$ cat src/rtl/skew_feeder_if.sv
`default_nettype none
// ============================================================================
// Module      : skew_feeder_if
// Description : Bundle of the operand-A input stream and the skewed row-lane
//               outputs of the systolic-array skew feeder.
//               master : stream producer / output consumer (drives in_*)
//               slave  : the feeder itself (drives in_ready and all outputs)
//   in_valid   - in_data/in_last valid this cycle
//   in_ready   - feeder accepts a vector this cycle
//   in_data    - one column of operand A, slice i = element for row lane i
//   in_last    - final vector of the current tile (qualified by in_valid)
//   row_data   - skewed per-lane data, slice i drives array row i
//   row_valid  - per-lane data valid
//   array_ctrl - array activity flag (OR of row_valid)
//   tile_done  - one-cycle pulse when the tile has left lane N-1
//   vec_count  - vectors accepted in the current tile (saturating)
// Revision    : 1.0 - initial release
// ============================================================================
interface skew_feeder_if #(
  parameter int N         = 4,
  parameter int bit_width = 8
);
  logic                     in_valid;
  logic                     in_ready;
  logic [N*bit_width-1:0]   in_data;
  logic                     in_last;
  logic [N*bit_width-1:0]   row_data;
  logic [N-1:0]             row_valid;
  logic                     array_ctrl;
  logic                     tile_done;
  logic [15:0]              vec_count;

  modport master (
    output in_valid, in_data, in_last,
    input  in_ready, row_data, row_valid, array_ctrl, tile_done, vec_count
  );

  modport slave (
    input  in_valid, in_data, in_last,
    output in_ready, row_data, row_valid, array_ctrl, tile_done, vec_count
  );
endinterface
`default_nettype wire

$ cat src/rtl/skew_feeder.sv
`default_nettype none
// ============================================================================
// Module      : skew_feeder
// Description : Feeds one column of operand A per cycle into the row lanes of
//               an N-row systolic array. Lane i delays its element by i+1
//               cycles so the array sees the classic diagonal wavefront.
//               After the last vector of a tile the feeder stalls input for N
//               cycles (DRAIN) so consecutive tiles never share the lanes.
// Ports       : clk   - single clock, rising edge
//               reset - asynchronous, active-low reset
//               bus   - skew_feeder_if.slave (input stream + lane outputs)
// Revision    : 1.0 - initial release
// ============================================================================
module skew_feeder #(
  parameter int N         = 4,
  parameter int bit_width = 8
) (
  input wire          clk,
  input wire          reset,
  skew_feeder_if.slave bus
);

  localparam int C_CW = (N > 1) ? $clog2(N) : 1;

  localparam logic [1:0] C_IDLE   = 2'd0;
  localparam logic [1:0] C_STREAM = 2'd1;
  localparam logic [1:0] C_DRAIN  = 2'd2;

  logic [1:0]             state_q, state_d;
  logic [C_CW-1:0]        cnt_q, cnt_d;
  logic [15:0]            vec_count_q, vec_count_d;
  logic                   w_accept;
  logic                   w_in_ready;
  logic                   w_tile_done;
  logic [N*bit_width-1:0] w_row_data;
  logic [N-1:0]           w_row_valid;

  assign w_accept = bus.in_valid & w_in_ready;

  // --------------------------------------------------------------------------
  // FSM: state register
  // --------------------------------------------------------------------------
  always_ff @(posedge clk or negedge reset) begin
    if (!reset) begin
      state_q <= C_IDLE;
      cnt_q   <= '0;
    end else begin
      state_q <= state_d;
      cnt_q   <= cnt_d;
    end
  end

  // --------------------------------------------------------------------------
  // FSM: next state. The drain counter is loaded with N-1 on entry so DRAIN
  // spans exactly N cycles, i.e. until the last element leaves lane N-1.
  // --------------------------------------------------------------------------
  always_comb begin
    state_d = state_q;
    cnt_d   = cnt_q;
    case (state_q)
      C_IDLE, C_STREAM: begin
        if (w_accept) begin
          if (bus.in_last) begin
            state_d = C_DRAIN;
            cnt_d   = C_CW'(N - 1);
          end else begin
            state_d = C_STREAM;
          end
        end
      end
      C_DRAIN: begin
        if (cnt_q == '0) begin
          state_d = C_IDLE;
        end else begin
          cnt_d = cnt_q - C_CW'(1);
        end
      end
      default: begin
        state_d = C_IDLE;
        cnt_d   = '0;
      end
    endcase
  end

  // --------------------------------------------------------------------------
  // FSM: outputs
  // --------------------------------------------------------------------------
  always_comb begin
    w_in_ready  = (state_q != C_DRAIN);
    w_tile_done = (state_q == C_DRAIN) && (cnt_q == '0);
  end

  // --------------------------------------------------------------------------
  // Vector counter: saturating, cleared right after tile_done. No accept can
  // coincide with tile_done because input is stalled during DRAIN.
  // --------------------------------------------------------------------------
  always_comb begin
    vec_count_d = vec_count_q;
    if (w_tile_done) begin
      vec_count_d = '0;
    end else if (w_accept && (vec_count_q != 16'hFFFF)) begin
      vec_count_d = vec_count_q + 16'd1;
    end
  end

  always_ff @(posedge clk or negedge reset) begin
    if (!reset) begin
      vec_count_q <= '0;
    end else begin
      vec_count_q <= vec_count_d;
    end
  end

  // --------------------------------------------------------------------------
  // Lane delay lines. Lane i has i+1 stages. Non-accept cycles inject a zero
  // element with valid 0, which keeps lane data zero whenever valid is low.
  // --------------------------------------------------------------------------
  for (genvar i = 0; i < N; i++) begin : g_lane
    logic [i:0][bit_width-1:0] dat_q, dat_d;
    logic [i:0]                vld_q, vld_d;

    always_comb begin
      dat_d    = '0;
      vld_d    = '0;
      dat_d[0] = w_accept ? bus.in_data[i*bit_width +: bit_width] : '0;
      vld_d[0] = w_accept;
      for (int k = 1; k <= i; k++) begin
        dat_d[k] = dat_q[k-1];
        vld_d[k] = vld_q[k-1];
      end
    end

    always_ff @(posedge clk or negedge reset) begin
      if (!reset) begin
        dat_q <= '0;
        vld_q <= '0;
      end else begin
        dat_q <= dat_d;
        vld_q <= vld_d;
      end
    end

    assign w_row_data[i*bit_width +: bit_width] = dat_q[i];
    assign w_row_valid[i]                       = vld_q[i];
  end

  // --------------------------------------------------------------------------
  // Outputs
  // --------------------------------------------------------------------------
  assign bus.in_ready   = w_in_ready;
  assign bus.row_data   = w_row_data;
  assign bus.row_valid  = w_row_valid;
  assign bus.array_ctrl = |w_row_valid;
  assign bus.tile_done  = w_tile_done;
  assign bus.vec_count  = vec_count_q;

endmodule
`default_nettype wire

$ cat src/flat_wrapper.sv
// flat-port wrapper written by rule: the top's interface ports become plain ports
module skew_feeder_flat 
#(
  parameter int N         = 4,
  parameter int bit_width = 8
)
  (clk, reset, bus_in_valid, bus_in_data, bus_in_last, bus_in_ready, bus_row_data, bus_row_valid, bus_array_ctrl, bus_tile_done, bus_vec_count);
  skew_feeder_if #(.N(N), .bit_width(bit_width)) bus_i ();
  input wire clk;
  input wire reset;
  input wire logic [$bits(bus_i.in_valid)-1:0] bus_in_valid;
  input wire logic [$bits(bus_i.in_data)-1:0] bus_in_data;
  input wire logic [$bits(bus_i.in_last)-1:0] bus_in_last;
  output wire logic [$bits(bus_i.in_ready)-1:0] bus_in_ready;
  output wire logic [$bits(bus_i.row_data)-1:0] bus_row_data;
  output wire logic [$bits(bus_i.row_valid)-1:0] bus_row_valid;
  output wire logic [$bits(bus_i.array_ctrl)-1:0] bus_array_ctrl;
  output wire logic [$bits(bus_i.tile_done)-1:0] bus_tile_done;
  output wire logic [$bits(bus_i.vec_count)-1:0] bus_vec_count;
  assign bus_i.in_valid = bus_in_valid;
  assign bus_i.in_data = bus_in_data;
  assign bus_i.in_last = bus_in_last;
  assign bus_in_ready = bus_i.in_ready;
  assign bus_row_data = bus_i.row_data;
  assign bus_row_valid = bus_i.row_valid;
  assign bus_array_ctrl = bus_i.array_ctrl;
  assign bus_tile_done = bus_i.tile_done;
  assign bus_vec_count = bus_i.vec_count;
  skew_feeder #(.N(N), .bit_width(bit_width)) u_core (.clk(clk), .reset(reset), .bus(bus_i));
endmodule
$ cat config.mk
export PLATFORM = sky130hd
export DESIGN_NAME = skew_feeder_flat
export DESIGN_NICKNAME = d
export VERILOG_FILES = /design/src/rtl/skew_feeder_if.sv /design/src/rtl/skew_feeder.sv /design/src/flat_wrapper.sv
export SDC_FILE = /design/constraint.sdc
export NUM_CORES = 1
export LEC_CHECK = 0
export BUFFER_PORTS_ARGS = -buffer_cell sky130_fd_sc_hd__buf_2
export CORE_MARGIN = 10
export CORE_UTILIZATION = 40
export DETAILED_ROUTE_END_ITERATION = 8
export MAX_ROUTING_LAYER = met4
export PLACE_DENSITY = 0.68
export SLEW_MARGIN = 20
export SYNTH_ARGS = -nofsm -noshare
export SYNTH_HDL_FRONTEND = slang
export SYNTH_SLANG_ARGS = --single-unit
export TNS_END_PERCENT = 20
$ cat constraint.sdc
create_clock -name clk -period 2.1 [get_ports clk]
set_clock_uncertainty 0.05 [all_clocks]
set_input_delay 0.42 -clock clk [delete_from_list [all_inputs] [get_ports clk]]
set_output_delay 0.42 -clock clk [all_outputs]
set_load 0.005 [all_outputs]
# Word level (Yosys, flattened, before mapping)
# Cells that the tools add are included.
[totals] word_cells=51 regBits=110 output_inout_bits=55 in_bits=36
[op_classes] bitwise=1 reduce_logical=9 eq_ne=8 n_addsub=2 muxes=14
[ops] op="two-way mux 16 bit" count=2
[ops] op="two-way mux 8 bit" count=4
[ops] op="adder 16 x 1 -> 16 bit, second input constant" count=1
[ops] op="!= test 16 bit, second input constant" count=1
[ops] op="two-way mux 2 bit" count=6
[ops] op="!= test 2 bit, second input constant" count=4
[ops] op="case mux 2 bit (2 select lines)" count=2
[ops] op="zero test 2 bit" count=2
[ops] op="OR reduction 4 bit" count=1
[ops] op="AND reduction 3 bit" count=1
[ops] op="== test 2 x 1 -> 1 bit, second input constant" count=1
[ops] op="== test 2 bit, second input constant" count=1
[ops] op="logical AND 1 bit" count=2
[ops] op="!= test 2 x 1 -> 1 bit, second input constant" count=1
[ops] op="AND reduction 2 bit" count=1
[ops] op="nonzero test 2 bit" count=1
[ops] op="OR reduction 2 bit" count=1
[ops] op="subtractor 2 x 1 -> 2 bit, second input constant" count=1
[ops] op="AND 1 bit" count=1

# Depth between registers and ports, before layout
[depth] ltp_word=5 depth_mapped=8 ltp_nobuf=6

# Worst setup path after synthesis
# No wires, ideal clock.
[synth_timing] path_kind="flip-flop to flip-flop" startpoint="reg u_core.vec_count_q[0], in the netlist u_core.bus.vec_count[0]" endpoint="reg u_core.vec_count_q[13], in the netlist u_core.bus.vec_count[13]" required_time_ns=1.971 path_slack_ns=0.316 path_stages_with_launch=7 arrival_time_ns=1.655 setup_time_ns=0.079 synth_period_minus_slack_ns=1.784 n_path_buf=1 path_cell_list="dfrtp_1 > ha_1 > nand3_1 > or4_1 > buf_2 > nand3_1 > mux2i_1"
[synth_via] elab_chain_len=3 word_cells_on_any_way=6 cone_classes="1 x add/sub; 1 x eq/ne; 2 x mux; 2 x reduce/logical"
[synth_lines] element="start: declaration" line="skew_feeder.sv:31" source="logic [15:0] vec_count_q, vec_count_d;"
[synth_lines] element="start signal: assignment" line="skew_feeder.sv:110" source="vec_count_q <= vec_count_d;"
[synth_lines] element="adder 16 x 1 -> 16 bit / != test 16 bit (equally long branches)" line="skew_feeder.sv:102, skew_feeder.sv:101"
[synth_lines] element="two-way mux 16 bit / logical AND 1 bit (equally long branches)" line="skew_feeder.sv:101" source="end else if (w_accept && (vec_count_q != 16'hFFFF)) begin"
[synth_lines] element="two-way mux 16 bit / nonzero test 2 bit (equally long branches)"
# Several ways; a longest one is shown, not always the timed one. The select of a mux whose other input is x is not followed.
# A chain may end at the register's enable or synchronous reset.

# Final worst setup path
[layout_timing] startpoint="reg u_core.cnt_q[0]" endpoint="out bus_tile_done"
[layout_via] elab_chain_len=2
[layout_lines] element="start: declaration" line="skew_feeder.sv:30" source="logic [C_CW-1:0] cnt_q, cnt_d;"
[layout_lines] element="start signal: assignment" line="skew_feeder.sv:49" source="cnt_q <= cnt_d;"
[layout_lines] element="zero test 2 bit" line="skew_feeder.sv:90" source="w_tile_done = (state_q == C_DRAIN) && (cnt_q == '0);"
[layout_lines] element="logical AND 1 bit" line="skew_feeder.sv:90"
[layout_lines] element="end: declaration" line="flat_wrapper.sv:18" source="output wire logic [$bits(bus_i.tile_done)-1:0] bus_tile_done;"
# Every way passes these cells.

==> results.cfg <==
[synth]
synthTopCellsByArea = dfrtp_1 (74%), and3_1 (5.8%), nand3_1 (1.8%)
yosys.area.top_type = dfrtp_1
synth_most_common_cell = dfrtp_1
synth_nets = 286
synth_xor_area_share_pct = 0
async_reset_ff_share_pct = 100
netlist_area_mm2 = 0.00354
synth_top_area_share_pct = 73.5
synth_compound_area_share_pct = 4.52
synth_top_family_by_area = simple AND/OR/NAND/NOR gates
muxShareOfSynthArea_pct = 1.70
yosys-top-cells-count = dfrtp_1 (104), and3_1 (33), nand3_1 (13)
ys_types = 39
synth-simple-area-share_pct = 16.0
synth_edf_count = 0
synth_cells = 248
yosysWarningCount = 0
synth_fa_ha_area_share_pct = 0.707
synth_seq_cells = 104
ys_seq_area_share_pct = 73.5
post_synth.cell_area_avg_um2 = 14.3
synth-main-ff-cell = dfrtp_1

[sta]
setup_viol_count_final = 0
whs_ps = 219
finalHoldViolCount = 0
period_share_pct = 95.4
tightest_slew_ps = 514
setup_tns_ps = 0
period_minus_slack_ps = 2000
grt_setup_unrepaired = false
slew_headroom_pct = 65.7
drv_slew = 0
max_freq_mhz = 499

[worst_setup_path]
worstPathArrival_ps = 1530
required_ps = 1630
crit_path_top_delay_cell = dfrtp_1
path_max_fanout = 4
max_stage_delay_ps = 400
crit_top_cell = inv_2
criticalPathCategory = register to output port
path_cells = inv_2 > ha_4 > inv_1 > or2_2 > inv_2 > buf_2
end_kind = output port
startpoint_type = register

[job]
drv_cap = 0

[global_routing]
grt_start_max_net_pins = 46
grtUsageTotal_pct = 12.4
grt_pass1_vias = 2437
antenna_found_initial = 0
grt_pass1_wl_um = 12400
grt_overflow_total = 0

[routing]
post_drt_wl_per_cell_um = 16.3
dr_total_vias = 2283
wl_met2_um = 3590
dr_wl_met3_um = 506
drt_first_pass_iters = 4
viasPerCell = 5.00
drt-total-wl_um = 7440
drt_iter0_markers = 116
met1_length_um = 3150
highest_layer = met4
ant_nets = 0
drc = 0

[clocking]
cts_num_sinks = 104
root_buffer = clkbuf_8
path_clk_slew_ps = 120
cts_buffers = 9
clock_path_buffers = 2
clock_latency_ps = 370
cts_tree = yes
cts_max_level = 3

[placed_design]
dp_hpwl_um = 5240
globalplace.congestion = 0.872
io_buffers = 90

[status]
outcome = completed

[final_layout]
fin_util_pct = 50.2
area_delta_synth_final_pct = 23.2
drive_gt1_share_pct = 36.1
n_fill_cell = 779
antenna_cells = 0
fin_nets = 382

[worst_hold_path]
hold_class = input port to register

[floorplan]
initial_core_util_pct = 40.8
die_area_mm2 = 0.0130
row_count = 34
num_io_pins = 91
dieWidth_um = 114
die_h_um = 114
core_region_area_mm2 = 0.00868

[pwr]
ir_drop_mv = 0.438
power_density_mw_per_mm2 = 1090
leakagePower_uw = 0.00233
==> layout make-up <==
| class | instances | area (um2) | area share, % |
|---|---|---|---|
| multi-input cells | 123 | 830 | 19.0 |
| inverters | 6 | 22.5 | 0.516 |
| clock inverters | 7 | 91.3 | 2.09 |
| repair buffers | 100 | 556 | 12.7 |
| clock buffers | 9 | 124 | 2.84 |
| well taps | 108 | 135 | 3.10 |
| flip-flops and latches | 104 | 2600 | 59.7 |
==> worst max-delay path, delay by kind of cell (launching register included) <==
kind          cells  cell delay [ps]
fa+ha+maj         1              140
flops             1              400
simple gates      1              310
buf+inv           4              310
==> power breakdown <==
part           internal [uW]  switching (uW)  total [uW]
registers               2360             249        2600
logic                    413             474         887
clock network            490             789        1280
==> placed cells by master (no fill, tap or decap), types with 2 or more instances in the layout <==
master	instances
dfrtp_1	104
buf_2	89
and3_1	33
nand3_1	13
nand2_1	11
clkbuf_8	9
buf_4	8
mux2i_1	6
nand2b_1	5
nand4_1	5
or4_1	4
nor3_1	4
nor4_1	4
o211ai_1	4
o31ai_1	4
o21ai_0	4
inv_1	3
inv_2	3
a21oi_1	3
o311ai_0	3
inv_8	3
clkinv_8	3
and4_1	2
buf_12	2
==> timing repair <==
action                                  in CTS  in global routing
endpoints found under the hold margin       36                  0
pin swaps                                    0                  1
endpoints found under the setup margin       1                  6
gates resized for setup                      2                  4
setup buffers                                2                  0
hold buffers                                 1                  0
==> state kept, by name, summed over array words and instances, names as in the netlist <==
| signal | count |
|---|---|
| u_core.state_q | 2 |
| u_core.g_lane.dat_q | 8 |
| u_core.g_lane.dat_d | 48 |
| u_core.g_lane.vld_q | 4 |
| u_core.bus.vec_count | 16 |
| u_core.cnt_q | 2 |
| u_core.bus.row_data | 24 |
==> path summary, 6_finish.rpt <==
check,from,endpoint,slack [ps],cells past startpoint
max in group asynchronous,reset,u_core.g_lane[2].dat_d[15],900,3
min reg2reg,u_core.g_lane[2].dat_d[10],u_core.g_lane[2].dat_d[18],300,0
max,u_core.cnt_q[0],bus_tile_done,100,6
min in group asynchronous,reset,u_core.g_lane[2].dat_d[8],500,2
min,bus_in_data[26],u_core.g_lane[3].dat_d[10],220,2
max reg2reg,u_core.bus.vec_count[0],u_core.bus.vec_count[0],130,5
==> logic make-up (layout without fill, tap and decap cells) <==
logic type | Yosys count | count (layout)
DFF | 104 | 104
and+or+nand+nor | 92 | 92
AOI/OAI and AO/OA | 23 | 23
buffers and inverters | 21 | 122
muxes | 6 | 6
adders and majority gates | 2 | 2
==> metrics by stage <==
step | std cells | setup WS [ps] | total power [uW] | cell area [um2]
after floorplan | 248 | 316 | 3070 | 3540
after global placement | 438 | 227 | 3460 | 4100
after detailed placement | 438 | 94.8 | 3510 | 4100
after CTS | 457 | 14.5 | 4820 | 4350
after global routing | 457 | 4.82 | 5090 | 4360
final | 457 | 96.1 | 4770 | 4360
==> per-layer routing <==
layer,GRT usage [%],up-vias
met4,6.93,0
met2,18.5,72
met1,14.8,1121
met5,-,-
met3,3.72,15
li1,-,1075
(Power assumes the default switching activity.)
